<file path="src/rtl/ahb_cmd_arb.sv">
// Round-robin arbiter sharing one AHB master command port between NREQ requesters.
// Optional WAIT-state watchdog enabled by defining ARB_TIMEOUT_EN.
module ahb_cmd_arb #(
    parameter int unsigned NREQ      = 4,
    parameter int unsigned ADDRW     = 32,
    parameter int unsigned DATAW     = 32,
    parameter int unsigned BYTE_CNTW = 16,
    parameter int unsigned TO_CYCLES = 1024
) (
    input  logic                        clk,
    input  logic                        rst,
    input  logic [NREQ-1:0]             req,
    input  logic [NREQ-1:0]             wr,
    input  logic [NREQ*ADDRW-1:0]       start_addr,
    input  logic [NREQ*BYTE_CNTW-1:0]   byte_cnt,
    input  logic [NREQ*DATAW-1:0]       wdata,
    output logic [NREQ-1:0]             gnt,
    output logic [NREQ-1:0]             done,
    output logic                        busy,
    output logic [$clog2(NREQ)-1:0]     owner,
    output logic                        err,
    output logic                        m_req,
    output logic                        m_wr,
    output logic [ADDRW-1:0]            m_start_addr,
    output logic [BYTE_CNTW-1:0]        m_byte_cnt,
    output logic [DATAW-1:0]            m_wdata,
    input  logic                        m_ack,
    input  logic                        m_done
);

    localparam int unsigned PTRW = $clog2(NREQ);
    localparam int unsigned CNTW = 16;

    if (NREQ < 2 || NREQ > 8 || TO_CYCLES < 2) begin : g_bad_cfg
        $error("ahb_cmd_arb: unsupported NREQ or TO_CYCLES");
    end

    typedef enum logic [1:0] {
        ST_IDLE  = 2'd0,
        ST_ISSUE = 2'd1,
        ST_WAIT  = 2'd2,
        ST_ZDONE = 2'd3
    } state_e;

    state_e                 state_q, state_d;
    logic [PTRW-1:0]        rr_ptr_q, rr_ptr_d;
    logic [PTRW-1:0]        owner_q, owner_d;
    logic [NREQ-1:0]        gnt_q, gnt_d;
    logic [NREQ-1:0]        done_q, done_d;
    logic                   busy_q, busy_d;
    logic                   m_req_q, m_req_d;
    logic                   wr_q, wr_d;
    logic [ADDRW-1:0]       addr_q, addr_d;
    logic [BYTE_CNTW-1:0]   cnt_bytes_q, cnt_bytes_d;
    logic [DATAW-1:0]       wdata_q, wdata_d;

    logic                   win_vld;
    logic [PTRW-1:0]        win_idx;
    int unsigned            cand;
    logic [PTRW-1:0]        cand_idx;
    logic [BYTE_CNTW-1:0]   win_cnt;

    // Round-robin search starting at rr_ptr, wrapping modulo NREQ
    always_comb begin
        win_vld  = 1'b0;
        win_idx  = '0;
        cand     = 0;
        cand_idx = '0;
        for (int unsigned i = 0; i < NREQ; i++) begin
            cand = 32'(rr_ptr_q) + i;
            if (cand >= NREQ) cand = cand - NREQ;
            cand_idx = PTRW'(cand);
            if (!win_vld && req[cand_idx]) begin
                win_vld = 1'b1;
                win_idx = cand_idx;
            end
        end
    end

    assign win_cnt = byte_cnt[32'(win_idx)*BYTE_CNTW +: BYTE_CNTW];

`ifdef ARB_TIMEOUT_EN
    logic [CNTW-1:0] to_cnt_q, to_cnt_d;
    logic            err_q, err_d;
`endif

    always_comb begin
        state_d     = state_q;
        rr_ptr_d    = rr_ptr_q;
        owner_d     = owner_q;
        gnt_d       = '0;
        done_d      = '0;
        m_req_d     = 1'b0;
        wr_d        = wr_q;
        addr_d      = addr_q;
        cnt_bytes_d = cnt_bytes_q;
        wdata_d     = wdata_q;
`ifdef ARB_TIMEOUT_EN
        to_cnt_d    = '0;
        err_d       = 1'b0;
`endif
        case (state_q)
            ST_IDLE: begin
                if (win_vld) begin
                    gnt_d[win_idx] = 1'b1;
                    owner_d        = win_idx;
                    rr_ptr_d       = (win_idx == PTRW'(NREQ-1)) ? '0 : win_idx + 1'b1;
                    wr_d           = wr[win_idx];
                    addr_d         = start_addr[32'(win_idx)*ADDRW +: ADDRW];
                    cnt_bytes_d    = win_cnt;
                    wdata_d        = wdata[32'(win_idx)*DATAW +: DATAW];
                    state_d        = (win_cnt == '0) ? ST_ZDONE : ST_ISSUE;
                end
            end
            ST_ISSUE: begin
                // m_done here belongs to nobody; only the ack matters
                m_req_d = 1'b1;
                if (m_req_q && m_ack) begin
                    m_req_d = 1'b0;
                    state_d = ST_WAIT;
                end
            end
            ST_WAIT: begin
                if (m_done) begin
                    done_d[owner_q] = 1'b1;
                    state_d         = ST_IDLE;
                end
`ifdef ARB_TIMEOUT_EN
                else if (to_cnt_q == CNTW'(TO_CYCLES-1)) begin
                    done_d[owner_q] = 1'b1;
                    err_d           = 1'b1;
                    state_d         = ST_IDLE;
                end else begin
                    to_cnt_d = to_cnt_q + 1'b1;
                end
`endif
            end
            ST_ZDONE: begin
                done_d[owner_q] = 1'b1;
                state_d         = ST_IDLE;
            end
            default: state_d = ST_IDLE;
        endcase
        busy_d = (state_d != ST_IDLE) || (done_d != '0);
    end

    always_ff @(posedge clk or negedge rst) begin
        if (!rst) begin
            state_q     <= ST_IDLE;
            rr_ptr_q    <= '0;
            owner_q     <= '0;
            gnt_q       <= '0;
            done_q      <= '0;
            busy_q      <= 1'b0;
            m_req_q     <= 1'b0;
            wr_q        <= 1'b0;
            addr_q      <= '0;
            cnt_bytes_q <= '0;
            wdata_q     <= '0;
        end else begin
            state_q     <= state_d;
            rr_ptr_q    <= rr_ptr_d;
            owner_q     <= owner_d;
            gnt_q       <= gnt_d;
            done_q      <= done_d;
            busy_q      <= busy_d;
            m_req_q     <= m_req_d;
            wr_q        <= wr_d;
            addr_q      <= addr_d;
            cnt_bytes_q <= cnt_bytes_d;
            wdata_q     <= wdata_d;
        end
    end

`ifdef ARB_TIMEOUT_EN
    always_ff @(posedge clk or negedge rst) begin
        if (!rst) begin
            to_cnt_q <= '0;
            err_q    <= 1'b0;
        end else begin
            to_cnt_q <= to_cnt_d;
            err_q    <= err_d;
        end
    end
    assign err = err_q;
`else
    assign err = 1'b0;
`endif

    assign gnt          = gnt_q;
    assign done         = done_q;
    assign busy         = busy_q;
    assign owner        = owner_q;
    assign m_req        = m_req_q;
    assign m_wr         = wr_q;
    assign m_start_addr = addr_q;
    assign m_byte_cnt   = cnt_bytes_q;
    assign m_wdata      = wdata_q;

endmodule

</file>
<file path="config.mk">
export PLATFORM = sky130hd
export DESIGN_NAME = ahb_cmd_arb
export DESIGN_NICKNAME = d
export VERILOG_FILES = /design/src/rtl/ahb_cmd_arb.sv
export SDC_FILE = /design/constraint.sdc
export NUM_CORES = 1
export LEC_CHECK = 0
export ABC_AREA = 1
export CAP_MARGIN = 10
export CORE_AREA = 2 2 168 170
export DETAILED_ROUTE_END_ITERATION = 10
export DIE_AREA = 0 0 170 172
export PLACE_DENSITY = 0.56
export SYNTH_ARGS = -nofsm -noshare
export SYNTH_HDL_FRONTEND = slang
export SYNTH_SLANG_ARGS = --single-unit
</file>
<file path="constraint.sdc">
create_clock -name clk -period 2.65 [get_ports clk]
set_input_delay 0.3975 -clock clk [delete_from_list [all_inputs] [get_ports clk]]
set_output_delay 0.3975 -clock clk [all_outputs]
set_load 0.02 [all_outputs]
</file>
==> results of run 1 <==
## sequential cells by signal (all words and copies together) (netlist names)
register / count
owner: 2
rr_ptr_q: 2
m_byte_cnt: 16
state_q: 2
busy: 1
m_req: 1
m_wr: 1
m_wdata: 32
gnt: 4
m_start_addr: 32
done: 4
## cell type report
class                      count  area (um2)
fill                        2839       15800
timing repair buffer         465        4720
multi-input combinational    643        3470
sequential                    97        2430
tap                          346         433
inverter                      83         320
clock buffer                   9         225
clock inverter                 7        56.3
antenna                        1        2.50
## synth_stat cells, drive strengths merged
master	instances
nand4	28
o211ai	62
nor2	107
mux2i	31
buf	44
a31oi	37
clkbuf	24
a211o	11
o21bai	23
nor3	2
inv	83
nand3	42
o21ai	54
ha	4
nand2	187
a21oi	23
conb	1
or2	31
dfrtp	97
## routing by layer
layer | vias up | part of all wire [%] | track usage [%]
met4 | 0 | 1.8 | 5.57
met5 | - | 0 | 0
met1 | 3534 | 40 | 23.4
met3 | 28 | 9.7 | 6.20
li1 | 3811 | - | -
met2 | 333 | 48 | 33.3
## worst max-delay path: stages (launching register included)
cell,delay [ns]
dfrtp_2,0.50
inv_6,0.12
nand2_1,0.06
nand2_2,0.11
nand2_1,0.08
inv_1,0.08
nor2_1,0.05
nand3_2,0.11
buf_4,0.33
nand4_1,0.15
nand3_1,0.14
nand2_1,0.07
nor2_1,0.13
nand2_1,0.07
nor2_1,0.09
nand2_1,0.07
nand3_1,0.08
## report_power, final
part	internal, mW	switching [mW]
clock	0.655	0.662
combinational	5.44	7.20
sequential	2.27	0.458
## worst max-delay path by stage
| stage | startpoint | end | slack, ns | depth (start not counted) |
|---|---|---|---|---|
| finish | rr_ptr_q[0]$_DFFE_PN0P_ | busy$_DFF_PN0_ | 0.29 | 16 |
| global route | rr_ptr_q[0]$_DFFE_PN0P_ | busy$_DFF_PN0_ | 0.003 | 16 |
| CTS | rr_ptr_q[0]$_DFFE_PN0P_ | busy$_DFF_PN0_ | 0.13 | 17 |
| detailed placement | req[3] | busy$_DFF_PN0_ | -0.06 | 17 |
| global placement | req[1] | m_wr$_DFFE_PN0P_ | 0.02 | 13 |
| floorplan | rr_ptr_q[0]$_DFFE_PN0P_ | rr_ptr_q[1]$_DFFE_PN0P_ | 0.48 | 15 |
## cells in the final DEF (no fill, tap or decap), types with 4 or more instances in the layout
| master | instances |
|---|---|
| clkdlybuf4s50_1 | 423 |
| nand2_1 | 182 |
| nor2_1 | 105 |
| dfrtp_1 | 96 |
| inv_1 | 79 |
| o211ai_1 | 62 |
| o21ai_0 | 47 |
| nand3_1 | 39 |
| a31oi_1 | 37 |
| mux2i_1 | 31 |
| nand4_1 | 28 |
| buf_4 | 28 |
| or2_2 | 24 |
| o21bai_1 | 23 |
| a21oi_1 | 22 |
| buf_12 | 14 |
| a211o_1 | 11 |
| clkbuf_16 | 9 |
| o21ai_1 | 7 |
| or2_0 | 7 |
| inv_6 | 6 |
| nand2_2 | 4 |
| ha_1 | 4 |
## metrics by stage
step	setup WS (ns)	power, mW
after CTS	0.132	16.9
after global placement	0.0228	15.5
after detailed placement	-0.0601	15.5
final	0.295	16.7
after floorplan	0.478	10.7
after global routing	0.00349	18.2
## kinds of logic after synthesis
family | Yosys count | synth area share, %
buf+inv | 151 | 10.9
flops | 97 | 36.7
mux | 31 | 4.70
fa+ha+maj | 4 | 0.757
compound gates | 210 | 20.5
simple gates | 397 | 26.3
other cells | 1 | 0.0568
==> results_dict.tcl, run 1 <==
set metrics [dict create \
    hpwl_mm 22.8 \
    critPathMaxFanout 28 \
    hold_viol 0 \
    final.min_clock_period_ns 2.36 \
    leakage_nw 5.04 \
    cp-start-kind "flop" \
    overflow 0 \
    avgRoutedWirePerCell_um 18.0 \
    ys_warn_count 0 \
    relSlewSlack_pct 53.4 \
    clockBufferDepth 2 \
    rows 61 \
    tritoncts "yes" \
    fin_cells 1651 \
    grt_pass1_wl_mm 43.3 \
    ctsHtreeMaxLevel 3 \
    post_cts_buffers 0 \
    grt_pass1_vias 7459 \
    die_y_um 172 \
    syn_area_per_cell_um2 7.42 \
    worstPathRequired_ns 2.93 \
    worst-setup-path-type "reg2reg" \
    insertion_delay_ns 0.35 \
    dr.first_iter.drc_count 487 \
    fmaxAchievable_ghz 0.425 \
    area_growth_pct 76.5 \
    cellPowerDensity_mw_per_mm2 1430 \
    numCtsBuffers 9 \
    post-place-cells 1634 \
    place_congestion 0.846 \
    rr_startpoint "rr_ptr_q[0]$_DFFE_PN0P_" \
    yosysSeqAreaShare_pct 36.7 \
    slew_viol_final 0 \
    holdWs_ns 0.0383 \
    io_pins 426 \
    dieArea_mm2 0.0292 \
    synth-seq-cells 97 \
    cts_resized 0 \
    clkTransAtPathRegs_ns 0.08 \
    cts_hold_buf 0 \
    ff2ff_setup_slack_ns 0.29 \
    arrival_ns 2.63 \
    cap_viol_max_count 0 \
    synth_area_leader_cell "dfrtp_1" \
    syn_inst 891 \
    timing.rr.end "busy$_DFF_PN0_" \
    postPlaceCellArea_mm2 0.0114 \
    core_mm2 0.0275 \
    rr_worst_depth 16 \
    finalNetCount 1635 \
    synth_top_area_share_pct 36.7 \
    drc 0 \
    cts.sinks 97 \
    fp.dieW_um 170 \
    io_buffers 424 \
    hold_path.class "in2async" \
    rsz0062_at_grt "no" \
    synth_nets 1227 \
    fin_skew_ns 0.0133 \
    ir_worst_vdd_mv 0.950 \
    final_util_pct 42.5 \
    ant_nets 0 \
    status "complete, no violations" \
    worstSetupEndpointType "flop" \
    grt_usage_pct 19.4 \
    grt_max_degree 98 \
    setup_viol 0 \
    worstMarginPinSlew_ns 0.692 \
    via_count 7706 \
    fin_area_mm2 0.0117 \
    fin_crit_sh_pct 88.9 \
    setup_tns_ns 0 \
    vias_per_cell 4.67 \
    cts_root_buf "clkbuf_16" \
    first_pass_iters 5 \
    synth_area_mm2 0.00661 \
    antenna_found_initial 0 \
    totalWireLength_mm 29.7 \
    initial_utilization_pct 24.0 \
    synth_top_cells_by_area "dfrtp_1 37%, nand2_1 10%, o211ai_1 7.0%, nor2_1 6.0%, mux2i_1 4.7%" \
    drive_gt1_share_pct 7.52 \
    yosysUniqueCellTypes 31 \
]
Note: power is estimated with default switching activity, not from simulation.
==> inputs of run 2 (changes only) <==
--- a/config.mk
+++ b/config.mk
@@ -11,6 +11,7 @@
 export DETAILED_ROUTE_END_ITERATION = 10
 export DIE_AREA = 0 0 170 172
 export PLACE_DENSITY = 0.56
+export SETUP_SLACK_MARGIN = 0.5
 export SYNTH_ARGS = -nofsm -noshare
 export SYNTH_HDL_FRONTEND = slang
 export SYNTH_SLANG_ARGS = --single-unit
==> run 2 against run 1 <==
  * Power grew 36%
  * Maximum frequency decreased by 0.80%
  * Cell area is 15% higher
  * Register-to-register slack got worse by 0.02 ns
==> results_dict.tcl, run 2 (synthesis gave the netlist of run 1 again) <==
set metrics [dict create \
    via_count 8281 \
    power.share.clock_pct 6.7 \
    numCtsBuffers 9 \
    grt_pass1_wl_mm 48.0 \
    fin_crit_sh_pct 89.6 \
    critPathMaxFanout 8 \
    dr.first_iter.drc_count 542 \
    worstPathRequired_ns 2.87 \
    ant_nets 0 \
    final.min_clock_period_ns 2.37 \
    initial_utilization_pct 24.0 \
    cap_viol_max_count 0 \
    cts_root_buf "clkbuf_16" \
    hold_path.class "in2async" \
    cell_internal_pwr_mw 12.3 \
    final_common_cell "clkdlybuf4s50_1" \
    layout_common_cells "423 x clkdlybuf4s50_1, 151 x nand2_1, 96 x dfrtp_1" \
    final_util_pct 49.0 \
    fin_cells 1736 \
    cp-start-kind "flop" \
    setup_viol 0 \
    dieArea_mm2 0.0292 \
    drive_gt1_share_pct 20.5 \
    power.net_switching_mw 10.3 \
    fp.dieW_um 170 \
    ctsHtreeMaxLevel 3 \
    overflow 0 \
    avgRoutedWirePerCell_um 19.6 \
    first_pass_iters 5 \
    antenna_found_initial 0 \
    critPathSlowestCell "dfrtp_2" \
    area_growth_pct 104 \
    drc 0 \
    cpPeakStageDelay_ns 0.47 \
    path_delay_family "buffers and inverters" \
    critPathLaunch "rr_ptr_q[0]$_DFFE_PN0P_" \
    grt_usage_pct 21.8 \
    grt_max_degree 41 \
    grt_pass1_vias 8226 \
    fmaxAchievable_ghz 0.421 \
    insertion_delay_ns 0.35 \
    ir_worst_vdd_mv 0.776 \
    die_y_um 172 \
    fin_skew_ns 0.0103 \
    relSlewSlack_pct 56.1 \
    antenna_cells 0 \
    setup_tns_ns 0 \
    worst-setup-path-type "reg2reg" \
    io_buffers 424 \
    crit_chain "buf_6 -> nand2_4 -> nand2_4 -> nand2_2 -> nand2_2 -> nor2_4 -> nand3_4 -> nand3_4 -> buf_12 -> buf_6 -> buf_16 -> buf_12 -> buf_16 -> mux2i_4 -> o211ai_1" \
    seqPwrFrac_pct 12.1 \
    hpwl_mm 23.1 \
    tritoncts "yes" \
    cellPowerDensity_mw_per_mm2 1680 \
    clkTransAtPathRegs_ns 0.08 \
    status "complete, no violations" \
    rsz0062_at_grt "yes" \
    slew_viol_final 0 \
    io_pins 426 \
    finalNetCount 1721 \
    vias_per_cell 4.77 \
    critPathBufInv 6 \
    worstMarginPinSlew_ns 0.652 \
    post-place-cells 1644 \
    arrival_ns 2.60 \
    rr_startpoint "rr_ptr_q[0]$_DFFE_PN0P_" \
    core_mm2 0.0275 \
    clockBufferDepth 2 \
    cts.sinks 97 \
    totalWireLength_mm 34.0 \
    hold_viol 0 \
    leakage_nw 5.82 \
    comb_power_share_pct 81.2 \
    netSwitchingFraction_pct 45.5 \
    place_congestion 0.862 \
    rows 61 \
    worstSetupEndpointType "flop" \
]
-- run 2: cell count changes in the layout (fill, tap and decap cells not counted), moves of 19 or more --
cell	change
buf_4	+39
nand2_1	-31
nand2_2	+25
nand3_1	-28
nand3_2	+27
nor2_1	-19
o21ai_0	-21
o21ai_1	+19
-- run 2: power by group through the flow --
stage	clock network (mW)	registers (mW)	logic (mW)
after floorplan	0	3.47	7.20
after global placement	0	2.75	13.0
after detailed placement	0	2.76	13.0
final	1.53	2.74	18.4
after CTS	1.57	2.73	16.7
after global routing	1.63	2.82	19.8
-- run 2: final cells by class --
cell class | instances | area [um2]
inverter | 83 | 347
clock inverter | 7 | 106
fill | 2651 | 14000
timing repair buffer | 550 | 5950
multi-input combinational | 643 | 3960
sequential | 97 | 2430
tap | 346 | 433
clock buffer | 9 | 225
timing repair inverter | 1 | 5.00
-- run 2: worst paths after layout --
path	endpoint	slack, ns	depth (start not counted)
setup / recovery	m_wdata[8]$_DFFE_PN0P_	0.28	15
hold / removal	m_byte_cnt[12]$_DFFE_PN0P_	0.008	1
setup reg to reg	m_wdata[8]$_DFFE_PN0P_	0.28	15
hold reg to reg	m_wdata[12]$_DFFE_PN0P_	0.49	1
max in group asynchronous	m_wdata[8]$_DFFE_PN0P_	1.98	2
min in group clk	m_wdata[12]$_DFFE_PN0P_	0.49	1
-- run 2: stage by stage --
stage / hold WS (ns) / area (um2) / power (mW) / setup slack [ns]
floorplan: 0.102 / 6610 / 10.7 / 0.608
global placement: 0.402 / 11500 / 15.8 / -0.0317
detailed placement: 0.404 / 11500 / 15.8 / -0.0765
CTS: 0.0143 / 12800 / 21.0 / 0.353
global route: 0.0374 / 13500 / 24.3 / 0.124
finish: 0.00768 / 13500 / 22.7 / 0.276
-- run 2: timing repair --
item / 4_1_cts / 5_1_grt
resized for setup: 83 / 106
pin swaps: 44 / 54
buffers inserted: 37 / 17
endpoints found under the setup margin: 90 / 90
hold buffers: 0 / 0
cloned: 13 / 9
-- run 2: per-layer routing --
layer  global-route usage, %  routed length, um
met5                       0                  0
met4                    4.94                507
met3                    6.94               3050
met2                    39.2              17100
met1                    25.3              13300
